## src/rtl/sound_pkg.sv

```systemverilog
// Shared types, constants and the melody table for the piezo sound sequencer.
package sound_pkg;

  typedef enum logic [1:0] {
    ST_IDLE = 2'd0,
    ST_LOAD = 2'd1,
    ST_PLAY = 2'd2,
    ST_GAP  = 2'd3
  } state_e;

  localparam logic [1:0] SRC_SPIN  = 2'd0;
  localparam logic [1:0] SRC_WIN   = 2'd1;
  localparam logic [1:0] SRC_LOSE  = 2'd2;
  localparam logic [1:0] SRC_CLEAR = 2'd3;

  localparam int PTR_W     = 5;
  localparam int DIV_W     = 20;
  localparam int DUR_W     = 4;
  localparam int ENTRY_W   = DIV_W + DUR_W;
  localparam int CNT_W     = 26;
  localparam int ROM_DEPTH = 32;

  // A duration of zero terminates a melody.
  localparam logic [DUR_W-1:0] END_MARK = 4'd0;
  localparam logic [ENTRY_W-1:0] END_ENTRY = {20'd0, END_MARK};

  localparam logic [ENTRY_W-1:0] MELODY_TABLE [ROM_DEPTH] = '{
    {20'd22000, 4'd1},  {20'd18000, 4'd1},  {20'd15000, 4'd1},  {20'd18000, 4'd1},
    END_ENTRY,
    {20'd20000, 4'd4},  {20'd15000, 4'd4},  {20'd20000, 4'd4},  {20'd25000, 4'd4},
    END_ENTRY,
    {20'd50000, 4'd10},
    END_ENTRY,
    {20'd17000, 4'd6},  {20'd15000, 4'd6},  {20'd17000, 4'd6},  {20'd22000, 4'd12},
    END_ENTRY,
    END_ENTRY, END_ENTRY, END_ENTRY, END_ENTRY, END_ENTRY,
    END_ENTRY, END_ENTRY, END_ENTRY, END_ENTRY, END_ENTRY,
    END_ENTRY, END_ENTRY, END_ENTRY, END_ENTRY, END_ENTRY
  };

  function automatic logic [PTR_W-1:0] start_addr(input logic [1:0] src);
    case (src)
      SRC_SPIN:  start_addr = 5'd0;
      SRC_WIN:   start_addr = 5'd5;
      SRC_LOSE:  start_addr = 5'd10;
      default:   start_addr = 5'd12;
    endcase
  endfunction

endpackage

```

## src/rtl/melody_rom.sv

```systemverilog
// Combinational melody lookup: pointer to {divider, duration} entry.
module melody_rom
  import sound_pkg::*;
(
  input  logic [PTR_W-1:0]   addr,
  output logic [ENTRY_W-1:0] entry
);

  assign entry = MELODY_TABLE[addr];

endmodule

```

## src/rtl/sound_sequencer.sv

```systemverilog
// Arbitrates the piezo between spin/win/lose/clear sources and steps the
// granted melody note by note, producing the buzzer divider.
module sound_sequencer
  import sound_pkg::*;
#(
  parameter int unsigned NOTE_TICKS = 2_500_000,
  parameter int unsigned GAP_TICKS  = 250_000
) (
  input  logic        clk,
  input  logic        rst_n,
  input  logic [3:0]  req,
  input  logic        cancel,
  output logic [31:0] tone_divider,
  output logic        busy,
  output logic [1:0]  active_id,
  output logic [3:0]  ack,
  output logic        done
);

  state_e             state_q, state_d;
  logic [3:0]         req_q;
  logic [3:1]         pend_q, pend_d;
  logic [PTR_W-1:0]   ptr_q, ptr_d;
  logic [CNT_W-1:0]   tick_q, tick_d;
  logic [CNT_W-1:0]   gap_q, gap_d;
  logic [DUR_W-1:0]   unit_q, unit_d;
  logic [DUR_W-1:0]   dur_q, dur_d;
  logic [DIV_W-1:0]   div_q, div_d;
  logic [31:0]        tone_divider_q, tone_divider_d;
  logic               busy_q, busy_d;
  logic [1:0]         active_id_q, active_id_d;
  logic [3:0]         ack_q, ack_d;
  logic               done_q, done_d;

  logic [ENTRY_W-1:0] rom_entry;
  logic [3:0]         rise;
  logic [3:0]         elig;
  logic [1:0]         best_id;
  logic               grant;
  logic [3:1]         grant_mask, active_mask;
  logic               is_end, spin_reload, play_end, gap_end;

  melody_rom u_rom (
    .addr  (ptr_q),
    .entry (rom_entry)
  );

  // Arbitration and per-state decisions shared by next-state and output logic.
  always_comb begin
    rise    = req & ~req_q;
    elig    = {pend_q, req[0]};
    best_id = SRC_SPIN;
    if (elig[3])      best_id = SRC_CLEAR;
    else if (elig[2]) best_id = SRC_LOSE;
    else if (elig[1]) best_id = SRC_WIN;

    grant = !cancel && (|elig) &&
            ((state_q == ST_IDLE) || (best_id > active_id_q));

    grant_mask  = '0;
    active_mask = '0;
    for (int k = 1; k < 4; k++) begin
      grant_mask[k]  = grant && (best_id == 2'(k));
      active_mask[k] = (state_q != ST_IDLE) && (active_id_q == 2'(k));
    end

    is_end      = (rom_entry[DUR_W-1:0] == END_MARK);
    spin_reload = is_end && (active_id_q == SRC_SPIN) && req[0];
    play_end    = (tick_q == CNT_W'(NOTE_TICKS - 1)) && (unit_q == dur_q - 4'd1);
    gap_end     = (gap_q == CNT_W'(GAP_TICKS - 1));
  end

  // NOTE: every variable gets a default at the top of the block so no path
  // leaves it unassigned, which would otherwise infer a latch.
  always_comb begin
    state_d = state_q;
    ptr_d   = ptr_q;
    tick_d  = '0;
    unit_d  = '0;
    gap_d   = '0;
    dur_d   = dur_q;
    div_d   = div_q;
    pend_d  = (pend_q | (rise[3:1] & ~active_mask)) & ~grant_mask;

    if (cancel) begin
      state_d = ST_IDLE;
      pend_d  = '0;
      ptr_d   = '0;
    end else if (grant) begin
      state_d = ST_LOAD;
      ptr_d   = start_addr(best_id);
    end else begin
      case (state_q)
        ST_LOAD: begin
          if (spin_reload) begin
            ptr_d = start_addr(SRC_SPIN);
          end else if (is_end) begin
            state_d = ST_IDLE;
          end else begin
            state_d = ST_PLAY;
            div_d   = rom_entry[ENTRY_W-1:DUR_W];
            dur_d   = rom_entry[DUR_W-1:0];
          end
        end
        ST_PLAY: begin
          if (play_end) begin
            state_d = ST_GAP;
          end else if (tick_q == CNT_W'(NOTE_TICKS - 1)) begin
            unit_d = unit_q + 4'd1;
          end else begin
            tick_d = tick_q + 1'b1;
            unit_d = unit_q;
          end
        end
        ST_GAP: begin
          if (gap_end) begin
            state_d = ST_LOAD;
            ptr_d   = ptr_q + 1'b1;
          end else begin
            gap_d = gap_q + 1'b1;
          end
        end
        default: ;
      endcase
    end
  end

  always_comb begin
    tone_divider_d = (state_d == ST_PLAY) ? {12'd0, div_d} : 32'd0;
    busy_d         = (state_d != ST_IDLE);
    ack_d          = grant ? (4'b0001 << best_id) : 4'b0000;
    done_d         = !cancel && !grant && (state_q == ST_LOAD) && is_end && !spin_reload;
    if (cancel || state_d == ST_IDLE) active_id_d = SRC_SPIN;
    else if (grant)                   active_id_d = best_id;
    else                              active_id_d = active_id_q;
  end

  // NOTE: state is updated with non-blocking assignments so every flop samples
  // the pre-edge values computed above, independent of statement order.
  always_ff @(posedge clk) begin
    if (!rst_n) begin
      state_q        <= ST_IDLE;
      req_q          <= '0;
      pend_q         <= '0;
      ptr_q          <= '0;
      tick_q         <= '0;
      gap_q          <= '0;
      unit_q         <= '0;
      dur_q          <= '0;
      div_q          <= '0;
      tone_divider_q <= '0;
      busy_q         <= 1'b0;
      active_id_q    <= '0;
      ack_q          <= '0;
      done_q         <= 1'b0;
    end else begin
      state_q        <= state_d;
      req_q          <= req;
      pend_q         <= pend_d;
      ptr_q          <= ptr_d;
      tick_q         <= tick_d;
      gap_q          <= gap_d;
      unit_q         <= unit_d;
      dur_q          <= dur_d;
      div_q          <= div_d;
      tone_divider_q <= tone_divider_d;
      busy_q         <= busy_d;
      active_id_q    <= active_id_d;
      ack_q          <= ack_d;
      done_q         <= done_d;
    end
  end

  assign tone_divider = tone_divider_q;
  assign busy         = busy_q;
  assign active_id    = active_id_q;
  assign ack          = ack_q;
  assign done         = done_q;

endmodule

```

## config.mk

```make
export PLATFORM = sky130hd
export DESIGN_NAME = sound_sequencer
export DESIGN_NICKNAME = d
export VERILOG_FILES = /design/src/rtl/sound_pkg.sv /design/src/rtl/melody_rom.sv /design/src/rtl/sound_sequencer.sv
export SDC_FILE = /design/constraint.sdc
export NUM_CORES = 1
export LEC_CHECK = 0
export ABC_AREA = 1
export BUFFER_PORTS_ARGS = -buffer_cell sky130_fd_sc_hd__buf_4
export CAP_MARGIN = 10
export CORE_ASPECT_RATIO = 0.75
export CORE_UTILIZATION = 54
export CTS_CLUSTER_DIAMETER = 200
export DETAILED_ROUTE_END_ITERATION = 10
export PLACE_DENSITY = 0.88
export REMOVE_ABC_BUFFERS = 1
export SETUP_SLACK_MARGIN = 0.15
export SLEW_MARGIN = 20
export SYNTH_ARGS = -nofsm -noshare
export SYNTH_HDL_FRONTEND = slang
export SYNTH_SLANG_ARGS = --single-unit
```

## constraint.sdc

```tcl
create_clock -name clk -period 2.1 [get_ports clk]
set_clock_uncertainty 0.1 [all_clocks]
set_input_delay 0.63 -clock clk [delete_from_list [all_inputs] [get_ports clk]]
set_output_delay 0.63 -clock clk [all_outputs]
set_load 0.05 [all_outputs]
```

==> flow_metrics.tcl <==
set metrics [dict create \
    start_kind "flop" \
    final-setup-viol-count 103 \
    setup.worst_path.class "flop to flop" \
    final.hold.worst_slack_ps 317 \
    failing_checks "setup timing" \
    synthesized_area_fraction_occupied_by_adder_cells 0.0311 \
    cts.path.max_buffers 2 \
    final_min_period_over_clock_period 1.15 \
    globalplace.congestion 0.935 \
    clock_tree.root_cell "clkbuf_16" \
    number_of_antenna_violations_at_the_first_check_in_global_routing 0 \
    routed-wl-met2_mm 9.53 \
    finish.net_count 960 \
    rsz0062_at_grt "yes" \
    p_leak_nw 3.34 \
    synth_top_family_by_area "simple AND/OR/NAND/NOR gates" \
    cp-end-kind "flop" \
    filler_cell_count 666 \
    finalWirelength_mm 20.9 \
    synth-async-reset-ratio 0 \
    antenna_diodes 0 \
    die_area_um2 11600 \
    slowest_stage "dfxtp_2" \
    num_cts_buffers 17 \
    cts_htree_levels 4 \
    area.growth.synth_to_final_pct 34.5 \
    routed-via-count 6559 \
    remaining_drc_errors 0 \
    initial_core_util 0.554 \
    top_signal_layer_used "met4" \
    grt_overflow_total 0 \
    ys.flop_type "dfxtp_1" \
    timing.critical_path.depth 16 \
    grt_pass1_wl_mm 29.0 \
    cp_common_cell "nor2_1" \
    ys_ff_latch 121 \
    synth-edff-count 0 \
    worst_skew_pair.late_latency_ps 420 \
    post_place_worst_slack_ps -49.5 \
    crit_start "pend_q[3]" \
    power.density_nw_per_um2 712 \
    die-height_um 93.6 \
    outcome "complete, but fails checks" \
    tritoncts "yes" \
    slew_at_the_pin_closest_to_its_max_slew_limit_ps 648 \
    dp_hpwl_mm 9.51 \
    capture_point_of_the_worst_reg_to_reg_path "div_q[10]" \
    worst_hold_path_type "flop to flop" \
    crit-reg2reg-launch "pend_q[3]" \
    xor_and_xnor_fraction_of_the_mapped_netlist_area 0.0449 \
    synth-seq-area-share 0.401 \
    critical_path.cell_chain "nor2_4 > inv_2 > ha_4 > inv_2 > nor2_1 > o21ai_1 > nand2_2 > nand2_4 > nand2_4 > buf_12 > nor2_8 > inv_4 > buf_12 > nor2_1 > a21oi_2 > nor2_1" \
    first_pass_iters 8 \
    avgViaCountPerCell 6.01 \
    minimum_setup_slack_among_reg_to_reg_paths_ps -320 \
    ir_drop_mv 0.617 \
    final.min_clock_period_ps 2420 \
    fraction_of_final_layout_cells_with_drive_strength_greater_than_1 0.323 \
    io_pins 47 \
    antenna_violating_nets_post_route 0 \
    critical_path.max_fanout 15 \
    synth_compound_area_frac 0.0768 \
    ys_warn_count 0 \
    synth_area_per_cell_um2 7.35 \
    wl_met1_mm 7.66 \
    post_synth_mux_area_share 0 \
    worst_setup_path_endpoint "div_q[10]" \
    clkSinkCount 121 \
    synthCells 822 \
    pin_count_of_the_biggest_net_entering_global_routing 29 \
    rows 33 \
    worst_setup_hold_path_clk_slew_ps 60 \
    grt_pass1_vias 5826 \
    synthSimpleGateAreaFrac 0.332 \
    setup_ws_ps -318 \
    critPathRequiredTime_ps 2350 \
    timing.reg2reg.worst_path_depth 16 \
    achievable-frequency_mhz 414 \
    drv_slew 0 \
    max_slew_margin 0.565 \
    worst_path_largest_cell_delay_ps 350 \
    port_buffers 34 \
    timing.hold.worst_path_depth 1 \
    cp_num_buf_inv 5 \
    met3RoutedLength_mm 2.01 \
    worstPathArrival_ps 2670 \
    initialDrtViolationCount 822 \
    maxCapViolations 0 \
    synth.distinct_cells 43 \
    wl_per_cell_um 19.1 \
    die_x_um 124 \
    fp.coreArea_um2 10900 \
    critPathTopFamily "simple AND/OR/NAND/NOR gates" \
    hold_viol_final 0 \
    synth.cell_area_um2 6040 \
    global_route.usage.total 0.328 \
]
[layout by cell type, fill, tap and decap left out, drive strengths merged]
| cell type | instances |
|---|---|
| xnor2 | 11 |
| o21ai | 24 |
| nor4 | 6 |
| o211ai | 1 |
| o31ai | 5 |
| xor2 | 20 |
| or3 | 1 |
| inv | 120 |
| nor2 | 161 |
| buf | 114 |
| clkinvlp | 5 |
| dfxtp | 121 |
| a32o | 1 |
| o21bai | 2 |
| clkinv | 10 |
| conb | 12 |
| or2 | 1 |
| nand3b | 2 |
| nand4 | 23 |
| a21oi | 32 |
| nor3 | 28 |
| nand2 | 157 |
| a21boi | 5 |
| bufinv | 2 |
| ha | 15 |
| clkbuf | 17 |
| o2111ai | 1 |
| a31oi | 3 |
| a211oi | 1 |
| nand3 | 50 |
[registers in the layout, indices dropped and copies added, names as in the netlist]
signal and flops:
active_id 2, gap_q 26, state_q 2, busy 1, req_q 3, div_q 20, unit_q 4, tone_divider 20
ptr_q 5, dur_q 4, pend_q 3, ack 4, tick_q 26, done 1
[routing by layer]
layer | vias to the layer above | GRT usage
li1 | 2830 | -
met1 | 3001 | 0.390
met2 | 530 | 0.523
met3 | 198 | 0.0909
met4 | 0 | 0.197
met5 | - | 0
[what timing repair did]
item / in CTS / in global routing
cloned: 4 / 2
setup buffers: 35 / 10
gates resized for setup: 87 / 75
hold buffers: 0 / 0
endpoints found under the setup margin: 111 / 116
pin swaps: 16 / 14
[per-stage QoR]
stage | instances | area, um^2 | total power, W | setup TNS [ps] | util
after floorplan | 804 | 5860 | 0.00262 | -31880 | -
after CTS | 1079 | 7760 | 0.00561 | 0 | 0.712
after global routing | 1091 | 8130 | 0.00592 | -16400 | 0.746
after global placement | 1008 | 6540 | 0.00272 | 0 | 0.600
after detailed placement | 1008 | 6540 | 0.00272 | -701 | 0.600
final | 1091 | 8130 | 0.00579 | -11010 | 0.746
[cell type report]
type | instances | area (um^2) | area share
multi-input cells | 562 | 3430 | 0.423
flip-flops and latches | 121 | 2440 | 0.300
repair buffers | 114 | 1000 | 0.123
inverters | 121 | 488 | 0.0600
clock buffers | 17 | 425 | 0.0523
well taps | 140 | 175 | 0.0216
clock inverters | 15 | 153 | 0.0188
repair inverters | 1 | 11.3 | 0.00139
[power breakdown]
part	switching [W]	leakage, nW	internal, W
sequential	0.0000248	0.983	0.00232
combinational	0.000359	2.08	0.000192
clock	0.00115	0.271	0.00174
total	0.00153	3.34	0.00426
[synth_stat cells, types with 3 or more instances]
cell | number | area share
nand4_1 | 22 | 0.023
inv_1 | 113 | 0.070
nor2_4 | 13 | 0.024
xor2_1 | 20 | 0.029
nand3_1 | 48 | 0.040
nor4_1 | 6 | 0.0062
a31oi_1 | 3 | 0.0031
buf_2 | 5 | 0.0041
nor3_1 | 25 | 0.021
ha_1 | 15 | 0.031
nor2_1 | 128 | 0.080
inv_2 | 5 | 0.0031
nor2_2 | 19 | 0.020
clkbuf_1 | 4 | 0.0025
o21ai_0 | 24 | 0.020
o31ai_1 | 5 | 0.0062
xnor2_1 | 11 | 0.016
buf_6 | 5 | 0.0093
a21boi_2 | 5 | 0.0093
dfxtp_1 | 121 | 0.40
nor3_2 | 3 | 0.0050
a21oi_1 | 26 | 0.022
a21oi_2 | 6 | 0.0087
buf_4 | 14 | 0.017
nand2_1 | 152 | 0.094
nand2_2 | 3 | 0.0031
[how the worst min path moves through the flow]
| stage | start | endpoint | slack (ps) |
|---|---|---|---|
| floorplan | gap_q[0] | gap_q[0] | 320 |
| global placement | gap_q[0] | gap_q[0] | 330 |
| detailed placement | gap_q[0] | gap_q[0] | 340 |
| CTS | gap_q[0] | gap_q[0] | 320 |
| global route | req[3] | req_q[3] | 340 |
| finish | gap_q[0] | gap_q[0] | 320 |
[kinds of logic (layout without fill, tap and decap cells)]
kind of cell / Yosys count / after routing
compound gates: 75 / 75
xor+xnor: 31 / 31
fa+ha+maj: 15 / 15
buf+inv: 150 / 268
flops: 121 / 121
other cells: 1 / 12
simple gates: 429 / 429
Power figures use the tool's default switching activity.
